**config.mk**
```make
export PLATFORM = sky130hd
export DESIGN_NAME = video_mode_ctrl
export DESIGN_NICKNAME = d
export VERILOG_FILES = /design/src/rtl/video_mode_ctrl.sv
export SDC_FILE = /design/constraint.sdc
export NUM_CORES = 1
export LEC_CHECK = 0
export ABC_AREA = 0
export BUFFER_PORTS_ARGS = -buffer_cell sky130_fd_sc_hd__buf_2
export CORE_MARGIN = 4
export CORE_UTILIZATION = 25
export CTS_BUF_LIST = sky130_fd_sc_hd__clkbuf_8
export CTS_CLUSTER_SIZE = 14
export DETAILED_ROUTE_END_ITERATION = 8
export PLACE_DENSITY = 0.43
export RECOVER_POWER = 25
export SYNTH_ARGS = -nofsm -noshare
export SYNTH_HDL_FRONTEND = slang
export SYNTH_SLANG_ARGS = --single-unit
export TNS_END_PERCENT = 5
```
**constraint.sdc**
```tcl
create_clock -name iClk -period 2.9 [get_ports iClk]
set_input_delay 0.58 -clock iClk [delete_from_list [all_inputs] [get_ports iClk]]
set_output_delay 0.58 -clock iClk [all_outputs]
set_load 0.005 [all_outputs]
```
**src/rtl/video_mode_ctrl.sv**
```systemverilog
// video_mode_ctrl
// Sequences run-time video mode changes for the beam-position timing
// generator. A request is accepted only while the generator is stable.
// The switch is applied on the next rising VS, or after a timeout if VS
// never arrives. The generator is then held in reset for RST_CYCLES.
// oStable is reported once SETTLE_FRAMES further frames have started.
module video_mode_ctrl #(
  parameter int NUM_MODES     = 4,
  parameter int DEF_MODE      = 0,
  parameter int RST_CYCLES    = 16,
  parameter int SETTLE_FRAMES = 2,
  parameter int TIMEOUT       = 1048576
) (
  input  logic        iClk,
  input  logic        iRst,
  input  logic        iReqValid,
  input  logic [1:0]  iReqMode,
  output logic        oReqReady,
  input  logic        iVS,
  output logic        oTgRst,
  output logic [1:0]  oMode,
  output logic [12:0] oHActive,
  output logic [12:0] oVActive,
  output logic        oStable,
  output logic        oErr
);

  localparam int RC_W = (RST_CYCLES > 1) ? $clog2(RST_CYCLES) : 1;
  localparam int FC_W = (SETTLE_FRAMES > 0) ? $clog2(SETTLE_FRAMES + 1) : 1;
  localparam int TO_W = (TIMEOUT > 1) ? $clog2(TIMEOUT) : 1;

  localparam logic [1:0]      DEF_MODE_L = 2'(DEF_MODE);
  localparam logic [RC_W-1:0] RC_LOAD    = RC_W'(RST_CYCLES - 1);
  localparam logic [FC_W-1:0] FC_LOAD    = FC_W'(SETTLE_FRAMES);
  localparam logic [TO_W-1:0] TO_LAST    = TO_W'(TIMEOUT - 1);

  typedef enum logic [1:0] {
    ST_RESET,
    ST_SETTLE,
    ST_STABLE,
    ST_WAIT_VB
  } state_t;

  // Active resolution per mode, packed as {width, height}.
  function automatic logic [25:0] res_of(input logic [1:0] mode);
    logic [25:0] res;
    case (mode)
      2'd0:    res = {13'd640,  13'd480};
      2'd1:    res = {13'd800,  13'd600};
      2'd2:    res = {13'd1280, 13'd720};
      default: res = {13'd1920, 13'd1080};
    endcase
    return res;
  endfunction

  state_t          r_state, w_state_next;
  logic            r_vs_prev;
  logic [RC_W-1:0] r_rst_cnt, w_rst_cnt_next;
  logic [FC_W-1:0] r_frame_cnt, w_frame_cnt_next;
  logic [TO_W-1:0] r_to_cnt, w_to_cnt_next;
  logic [1:0]      r_pending, w_pending_next;
  logic [1:0]      r_mode, w_mode_next;
  logic [25:0]     r_res, w_res_next;
  logic            r_tg_rst, w_tg_rst_next;
  logic            r_err, w_err_next;
  logic            w_vs_edge;
  logic            w_req_bad;

  assign w_vs_edge  = iVS && !r_vs_prev;
  assign w_req_bad  = ({30'd0, iReqMode} >= 32'(NUM_MODES));
  assign w_res_next = res_of(w_mode_next);

  // Next-state and next-output decode for the switch sequence.
  always_comb begin
    w_state_next     = r_state;
    w_rst_cnt_next   = r_rst_cnt;
    w_frame_cnt_next = r_frame_cnt;
    w_to_cnt_next    = r_to_cnt;
    w_pending_next   = r_pending;
    w_mode_next      = r_mode;
    w_tg_rst_next    = r_tg_rst;
    w_err_next       = 1'b0;
    case (r_state)
      ST_RESET: begin
        // VS edges are ignored here, including on the exit cycle.
        if (r_rst_cnt == '0) begin
          w_tg_rst_next    = 1'b0;
          w_frame_cnt_next = FC_LOAD;
          w_state_next     = (SETTLE_FRAMES == 0) ? ST_STABLE : ST_SETTLE;
        end else begin
          w_rst_cnt_next = r_rst_cnt - RC_W'(1);
        end
      end
      ST_SETTLE: begin
        if (w_vs_edge) begin
          w_frame_cnt_next = r_frame_cnt - FC_W'(1);
          if (r_frame_cnt == FC_W'(1)) begin
            w_state_next = ST_STABLE;
          end
        end
      end
      ST_STABLE: begin
        if (iReqValid) begin
          if (w_req_bad) begin
            w_err_next = 1'b1;
          end else if (iReqMode != r_mode) begin
            w_pending_next = iReqMode;
            w_to_cnt_next  = '0;
            w_state_next   = ST_WAIT_VB;
          end
        end
      end
      ST_WAIT_VB: begin
        w_to_cnt_next = r_to_cnt + TO_W'(1);
        // An edge on the timeout cycle still yields a single switch.
        if (w_vs_edge || (r_to_cnt == TO_LAST)) begin
          w_mode_next    = r_pending;
          w_tg_rst_next  = 1'b1;
          w_rst_cnt_next = RC_LOAD;
          w_state_next   = ST_RESET;
        end
      end
    endcase
  end

  // State and output registers; reset restarts the generator in DEF_MODE.
  always_ff @(posedge iClk) begin
    if (iRst) begin
      r_state     <= ST_RESET;
      r_vs_prev   <= 1'b0;
      r_rst_cnt   <= RC_LOAD;
      r_frame_cnt <= '0;
      r_to_cnt    <= '0;
      r_pending   <= DEF_MODE_L;
      r_mode      <= DEF_MODE_L;
      r_res       <= res_of(DEF_MODE_L);
      r_tg_rst    <= 1'b1;
      r_err       <= 1'b0;
    end else begin
      r_state     <= w_state_next;
      r_vs_prev   <= iVS;
      r_rst_cnt   <= w_rst_cnt_next;
      r_frame_cnt <= w_frame_cnt_next;
      r_to_cnt    <= w_to_cnt_next;
      r_pending   <= w_pending_next;
      r_mode      <= w_mode_next;
      r_res       <= w_res_next;
      r_tg_rst    <= w_tg_rst_next;
      r_err       <= w_err_next;
    end
  end

  assign oReqReady = (r_state == ST_STABLE);
  assign oStable   = (r_state == ST_STABLE);
  assign oTgRst    = r_tg_rst;
  assign oMode     = r_mode;
  assign oHActive  = r_res[25:13];
  assign oVActive  = r_res[12:0];
  assign oErr      = r_err;

endmodule

```
# == Yosys cells after proc, flatten, opt, wreduce, memory -nomap -nowiden ==
# Index checks and enable logic that the tools add are counted.
# op_classes
add_sub_neg,3
multipliers,0
div,0
n_lt_le_gt_ge,0
n_eq_ne,15
shift,0
mux,22
bitwise_logic,0
reduce_logical,15
# op_table
cell,n
$pmux 24 s3,1
$mux 20,2
$pmux 20 s2,1
$add 20x1->20 const B,1
$eq 20x20->1 const B,1
$mux 2,10
$reduce_and 3->1,5
$ne 2x2->1 const B,6
$mux 4,2
$pmux 2 s4,1
$pmux 4 s2,1
$eq 2x1->1 const B,3
$eq 2x2->1 const B,3
$reduce_and 6->1,1
$reduce_bool 2->1,3
$logic_not 2->1,2
$logic_not 4->1,1
$pmux 2 s2,1
$sub 4x1->4 const B,1
$mux 1,2
$ne 2x1->1 const B,1
$ne 2x2->1,1
$pmux 1 s2,1
$sub 2x1->2 const B,1
3 further kinds,3
# word_totals
register_bits,60
latchBits,0
ram_bits,0
mem_bits_ro,0
inputBits,6
out_inout_bits,32
word_cells,64
mem_count,0

# == Logic depth before layout (Yosys ltp) ==
# Gate-level depths: netlist of the first run.
# logic_depth
depth_word,7
depth_mapped,9
mapped_depth_nobuf,9

# == Least setup slack after synthesis of the first run ==
# No wires, ideal clock.
# synth_timing
path_kind,flip-flop to flip-flop
start,reg r_state[0]
end,reg r_res[20]
setup_time_ns,0.114
arrival_time_ns,1.842
required_time_ns,2.786
path_slack_ns,0.944
path_stages_with_launch,8
path_buffers,1
synth_period_minus_slack_ns,1.956
path_cell_list,dfxtp_1 > ha_1 > clkbuf_1 > a31oi_1 > a31oi_1 > ha_1 > nor2_1 > inv_1
# synth_via
elab_chain_cells,4
elab_cells_between_ends,6
classes_between,eq/ne (3); mux (2); reduce/logical (1)
# synth_lines
item,line,source
start: declaration,56,"state_t r_state, w_state_next;"
start signal: assignment,140,r_state <= w_state_next;
$eq 2x2->1 *,83,case (r_state)
$mux 2 *,83,
"$eq 2x2->1, or another cell as far along",47,case (mode)
$pmux 24 s3 *,47,
net w_res_next[20],63,"logic [25:0] r_res, w_res_next;"
end signal: assignment,136,r_res <= res_of(DEF_MODE_L);
end signal: assignment,147,r_res <= w_res_next;
end: declaration,63,
# The timed path passes the listed nets; every way through them passes the cells marked *.
# A chain may end at the register's enable or synchronous reset.

# == Worst setup path in the final report of the first run ==
# layout_timing
start,reg r_to_cnt[0]
end,reg r_res[20]
# layout_via
elab_chain_cells,6
elab_cells_between_ends,8
classes_between,eq/ne (3); mux (3); reduce/logical (2)
# layout_lines
item,line,source
start: declaration,60,"logic [TO_W-1:0] r_to_cnt, w_to_cnt_next;"
start signal: assignment,144,r_to_cnt <= w_to_cnt_next;
$eq 20x20->1 *,116,if (w_vs_edge || (r_to_cnt == TO_LAST)) begin
$logic_or 1x1->1 *,116,
$mux 2 *,116,
$mux 2 *,83,
"$eq 2x2->1, or another cell as far along",47,
$pmux 24 s3 *,47,
net w_res_next[20],63,
# Marks and branches as above.

==> out/metrics.cfg, run 1 <==
[outcome]
status = finished clean

[cells_and_area]
seqCellArea_um2 = 881
syn2layout_area_growth_pct = 10.4
final_area_um2 = 2720
multi_input_area_um2 = 1380
nets = 305
drive_above_1_share_pct = 15.4
diodes = 0
finalNonFillerCells = 414
fillers = 1011

[clocking]
clockBufferDepth = 2
ctsHoldBuffers = 0
insertion_delay_ps = 300
cts-htree-levels = 2
cts_setup_buffers = 0
cts_resized = 0
cts_tree = yes
clockRootBuffer = clkbuf_8
clock-sinks = 44
clkTransAtPathRegs_ps = 100
cts_inserted_buffers = 5

[critical_path]
crit_required_ps = 3100
endpoint_kind = register
r2r_cells = 8
rrSetupSlack_ps = 700
regToRegStartpoint = r_to_cnt[0]$_SDFFE_PP0P_
crit_chain = ha_1 > and3_1 > and3_1 > a31oi_1 > a31oi_1 > ha_1 > nor2_1 > inv_1
slowest_stage = a31oi_1
cpPeakStageDelay_ps = 530
cp-start-kind = register
worst-setup-path-type = register to register
worst_r2r_endpoint = r_res[20]$_SDFF_PP1_
cp_max_fo = 6
cp.arrival_ps = 2400

[sta]
rsz0062_at_grt = no
setup_viol_count_final = 0
slew_headroom_pct = 26.8
finalClockSkew_ps = 13.7
slew_violations = 0
fin_crit_ps = 2200
fin_tns_setup_ps = 0
hold_viol_final = 0
max_freq_mhz = 454
min_period_over_period_pct = 75.9
tightest_slew_ps = 1100

[routing]
met3WireLength_um = 186
detail-route-antenna-nets = 0
dr_wl_met2_mm = 2.15
met1_length_mm = 2.53
firstDrtPassIters = 4
vias_per_cell = 4.31
highest_layer = met4
route.vias.total = 1783
drt_iter0_drc = 114
wl_per_cell_um = 11.9
drcViolationCount = 0
wl_mm = 4.94

[worst_hold_path]
min_path_type = register to register
min_path_cells = 1
worstHoldStart = r_pending[1]$_SDFFE_PP0P_
hold-path-endpoint = r_res[18]$_SDFF_PP0_

[grt]
grt_pass1_vias = 1671
grtUsageTotal_pct = 8.91
grt_max_degree = 28
grt_pass1_wl_mm = 8.23
antenna_found_initial = 0
overflow = 0

[pwr]
power_density_nw_per_um2 = 446
switching_share_pct = 24.6
pwr-share-comb_pct = 8.1
power_uw = 1220
p_leak_uw = 0.000981
clkPwrFrac_pct = 40.2
ir_worst_vdd_uv = 177
p_seq_share_pct = 51.7
p_sw_uw = 299
p_int_uw = 916

[placement]
dpl_cell_area_um2 = 2630
hpwlAfterDp_mm = 3.50
portBuffers = 23
gp_congestion = 0.724
dp.cells = 406

[synthesis]
ys.flop_type = dfxtp_1
syn_area_um2 = 2470
yosysWarnings = 0
synth_top_cell_area_share_pct = 35.7
synthTopCellsByArea = dfxtp_1, ha_1, xnor2_1, a2111oi_2, buf_4
synth_cells = 266
seq_area_frac_synth_pct = 35.7
synth_most_common_cell = dfxtp_1
synth_common_cells = dfxtp_1, nor2_1, buf_4, xnor2_1, ha_1
async_flop_share_pct = 0
ys_ff_latch = 44
ys_types = 47
avgSynthCellArea_um2 = 9.28
synth_edf_count = 0
synth_area_leader_cell = dfxtp_1

[floorplan]
ios = 38
num_rows = 35
die-area_um2 = 11500
die_h_um = 107
placeableCoreArea_um2 = 9420
die_w_um = 107
initial_core_util_pct = 26.2

[run]
maxCapViolations = 0

==> layout make-up <==
class	count	share of cell area, %
clock buffer	5	2.53
clock inverter	3	1.75
inverter	13	1.79
multi-input combinational	193	50.8
sequential	44	32.3
tap	129	5.93
timing repair buffer	27	4.87
==> sequential cells by signal, indices dropped and copies added, names as in the netlist <==
register,count
r_rst_cnt,4
r_state,2
r_vs_prev,1
oMode,2
r_to_cnt,20
r_pending,2
r_frame_cnt,2
r_res,10
oTgRst,1
==> power by group through the flow <==
stage	clock [uW]	sequential [uW]	combinational, uW
3_5_place_dp	0	643	100
4_1_cts	513	629	101
6_report	488	629	98.5
5_1_grt	532	632	116
3_3_place_gp	0	643	99.2
2_1_floorplan	0	640	94.6
==> per-stage QoR <==
step	hold WS, ps	util, %	setup slack [ps]
2_1_floorplan	441	-	944
3_3_place_gp	486	28.0	737
3_5_place_dp	475	28.0	679
4_1_cts	498	29.2	700
5_1_grt	508	28.9	492
6_report	498	28.9	698
==> logic make-up (layout without fill, tap and decap cells) <==
| group | Yosys count | count (layout) | share of synthesized area [%] |
|---|---|---|---|
| flip-flops | 44 | 44 | 35.7 |
| adder cells (fa/ha/maj) | 15 | 15 | 7.61 |
| XOR/XNOR | 21 | 21 | 7.76 |
| multiplexers | 3 | 3 | 1.22 |
| other | 1 | 14 | 0.152 |
| buffers and inverters | 42 | 48 | 9.63 |
| AO/OA/AOI/OAI | 53 | 53 | 19.0 |
| AND/OR/NAND/NOR | 87 | 87 | 18.9 |
==> worst max-delay path by stage <==
stage / slack [ps] / start / end / cells after the start
2_1_floorplan: 940 / r_state[0]$_SDFFE_PP0P_ / r_res[20]$_SDFF_PP1_ / 7
3_3_place_gp: 740 / iVS / r_res[20]$_SDFF_PP1_ / 8
3_5_place_dp: 680 / iVS / r_res[20]$_SDFF_PP1_ / 8
4_1_cts: 700 / r_to_cnt[3]$_SDFFE_PP0P_ / r_res[20]$_SDFF_PP1_ / 7
5_1_grt: 490 / r_to_cnt[0]$_SDFFE_PP0P_ / r_res[23]$_SDFF_PP0_ / 9
6_report: 700 / r_to_cnt[0]$_SDFFE_PP0P_ / r_res[20]$_SDFF_PP1_ / 8
==> critical path: cells and delay by family (launching register included) <==
family	cells	cell delay, ps
compound gates	2	620
fa+ha+maj	2	540
simple gates	3	500
flops	1	390
buf+inv	1	60
==> routing by layer <==
metal,vias to the layer above,GRT usage [%]
met2,37,13.2
met1,816,12.4
met5,-,0
met4,0,3.79
li1,925,-
met3,5,1.86
==> cells in the final DEF, fill, tap and decap left out, types with 2 or more instances in the layout <==
master	netlist	final
clkinv_4	0	2
mux2i_1	3	3
buf_4	18	4
conb_1	1	14
dfxtp_1	44	44
a21oi_1	10	10
xor2_1	2	2
o21bai_1	3	3
o21ai_1	3	3
a2111oi_2	10	10
ha_1	15	15
a211oi_1	6	6
a31oi_1	5	5
and4_1	3	3
nand2b_1	6	6
xnor2_1	18	18
nor2b_1	3	3
o21ai_0	5	5
nand3_1	8	8
nor3b_1	2	2
o221ai_1	2	2
inv_1	12	12
nor3_1	3	3
clkbuf_1	6	10
and2_1	4	4
clkbuf_8	0	5
nor4b_1	2	2
nand2_1	12	12
and3_1	2	2
nand4_1	3	3
buf_2	4	13
nor2_1	34	34
(Power assumes the default switching activity.)
==> inputs of run 2 (changes only) <==
- clock period: 2.9 -> 2.29 ns (I/O delays scaled with it)
==> run 2 against run 1 <==
  * Wire length grew 2.8%
  * Register-to-register slack lost 460 ps
  * Die area unchanged
  * Cell count increased by 1.4%
  * Clock power increased by 5.5%
  * Count of clock-buffer cells in the layout is 1 higher
  * Clock skew shrank 4.5 ps
  * Largest cell class unchanged
  * Non-clock buffer count increased by 6
==> out/metrics.cfg, run 2 (synthesis results as in run 1) <==
[floorplan]
die_h_um = 107  ; unchanged
die-area_um2 = 11500  ; unchanged
initial_core_util_pct = 26.2  ; unchanged
die_w_um = 107  ; unchanged
num_rows = 35  ; unchanged
ios = 38  ; unchanged
placeableCoreArea_um2 = 9420  ; unchanged

[pwr]
power_density_nw_per_um2 = 519  ; +16%
p_leak_uw = 0.00102  ; +3.8%
ir_worst_vdd_uv = 192  ; +8.6%

[sta]
min_period_over_period_pct = 89.5  ; +14 points
slew_headroom_pct = 25.8  ; -0.92 points
setup_viol_count_final = 0  ; unchanged
fin_crit_ps = 2050  ; -153 ps
tightest_slew_ps = 1110  ; +13.9 ps
rsz0062_at_grt = no
setup_ws_ps = 240  ; -457 ps
fin_tns_setup_ps = 0  ; unchanged
finalClockSkew_ps = 9.22  ; -4.52 ps
hold_viol_final = 0  ; unchanged
slew_violations = 0  ; unchanged
max_freq_mhz = 488  ; +7.4%

[critical_path]
rrSetupSlack_ps = 240  ; -460 ps
cp_max_fo = 4  ; -2
slowest_stage = dfxtp_1
endpoint_kind = register
cp.arrival_ps = 2240  ; -160 ps
worst-setup-path-type = register to register
cpPeakStageDelay_ps = 340  ; -190 ps
regToRegStartpoint = r_to_cnt[0]$_SDFFE_PP0P_
r2r_cells = 8  ; unchanged
crit_chain = ha_1 > and3_1 > and3_1 > a21oi_1 > o21ai_1 > and2_1 > ha_1 > or2_2
crit_required_ps = 2480  ; -620 ps
cp_top_family = simple AND/OR/NAND/NOR gates
path_buf_inv = 0  ; -1
cp-start-kind = register
worst_r2r_endpoint = r_res[8]$_SDFF_PP1_

[worst_hold_path]
min_path_type = primary input to register
worstHoldStart = iVS
hold-path-endpoint = r_vs_prev$_SDFF_PP0_
min_path_cells = 2  ; +1

[cells_and_area]
finalNonFillerCells = 420  ; +1.4%
diodes = 0  ; unchanged
nets = 311  ; +2.0%
drive_above_1_share_pct = 18.6  ; +3.1 points
multi_input_area_um2 = 1400  ; +1.3%
seqCellArea_um2 = 881  ; unchanged
largest-register = r_to_cnt
mostFrequentLayoutCells = dfxtp_1, nor2_1, xnor2_1
fillers = 1002  ; -0.89%
largest_reg_flops = 20  ; unchanged
syn2layout_area_growth_pct = 12.6
final_common_cell = dfxtp_1
final_area_um2 = 2780  ; +2.0%
reg_top3 = r_to_cnt: 20 flops, r_res: 10 flops, r_rst_cnt: 4 flops

[clocking]
cts_setup_buffers = 0  ; unchanged
cts_resized = 0  ; unchanged
cts_inserted_buffers = 5  ; unchanged
clock-sinks = 44  ; unchanged
clockBufferDepth = 2  ; unchanged
clkTransAtPathRegs_ps = 90  ; about the same
ctsHoldBuffers = 0  ; unchanged
clockRootBuffer = clkbuf_8
cts-htree-levels = 2  ; unchanged
insertion_delay_ps = 300  ; about the same
cts_tree = yes

[grt]
grt_pass1_wl_mm = 8.56  ; +4.0%
grt_max_degree = 28  ; unchanged
grtUsageTotal_pct = 9.37  ; +0.46 points
antenna_found_initial = 0  ; unchanged
grt_pass1_vias = 1685  ; +0.84%
overflow = 0  ; unchanged

[routing]
firstDrtPassIters = 4  ; unchanged
detail-route-antenna-nets = 0  ; unchanged
wl_per_cell_um = 12.1  ; +1.3%
drt_iter0_drc = 70  ; -39%
route.vias.total = 1811  ; +1.6%
drcViolationCount = 0  ; unchanged
wl_mm = 5.08  ; +2.8%
vias_per_cell = 4.31  ; +0.12%

[placement]
dp.cells = 412  ; +1.5%
dpl_cell_area_um2 = 2690  ; +2.2%
gp_congestion = 0.789  ; +8.9%
hpwlAfterDp_mm = 3.72  ; +6.3%
place_ws_ps = 244  ; -435 ps
portBuffers = 23  ; unchanged

[run]
maxCapViolations = 0  ; unchanged

[outcome]
status = finished clean

==> run 2: cell count changes in the layout (fill, tap and decap cells not counted), sizes merged <==
cell | previous run | this run
buf | 17 | 25
bufinv | 1 | 0
clkinv | 2 | 0
clkbuf | 15 | 14
inv | 13 | 14
clkinvlp | 0 | 1
==> run 2: area by class of cell <==
class	count	area share, %
multi-input cells	193	50.4
flip-flops and latches	44	31.7
repair buffers	33	6.93
well taps	129	5.81
clock buffers	6	2.97
inverters	13	1.76
clock inverters	2	0.405
==> run 2: per-stage QoR <==
step	total power, uW	hold WS (ps)	utilization (%)
detailed placement	948	482	28.6
CTS	1470	389	29.6
floorplan	930	441	-
global route	1520	439	29.5
finish	1440	395	29.5
global placement	948	483	28.6
==> run 2: power by group <==
part | switching (uW) | total [uW] | leakage (uW) | internal, uW
Clock | 274 | 515 | 0.0000486 | 241
Combinational | 77.2 | 131 | 0.000614 | 54.3
Sequential | 15.3 | 796 | 0.000356 | 781
Total | 367 | 1440 | 0.00102 | 1080
==> run 2: worst max path at each step <==
stage	from	endpoint	slack, ps	cells past startpoint
floorplan	r_state[0]$_SDFFE_PP0P_	r_res[20]$_SDFF_PP1_	330	7
global placement	r_to_cnt[3]$_SDFFE_PP0P_	r_res[20]$_SDFF_PP1_	250	8
detailed placement	r_to_cnt[3]$_SDFFE_PP0P_	r_res[20]$_SDFF_PP1_	240	8
CTS	r_to_cnt[3]$_SDFFE_PP0P_	r_res[20]$_SDFF_PP1_	230	8
global route	r_to_cnt[0]$_SDFFE_PP0P_	r_res[20]$_SDFF_PP1_	20	9
finish	r_to_cnt[0]$_SDFFE_PP0P_	r_res[8]$_SDFF_PP1_	240	8
==> run 2: routing by layer <==
layer,vias up,part of all wire [%],global-route usage (%)
li1,938,-,-
met1,831,51,13.4
met2,36,43,13.7
met3,6,4.0,1.98
met4,0,1.9,3.79
met5,-,0,0
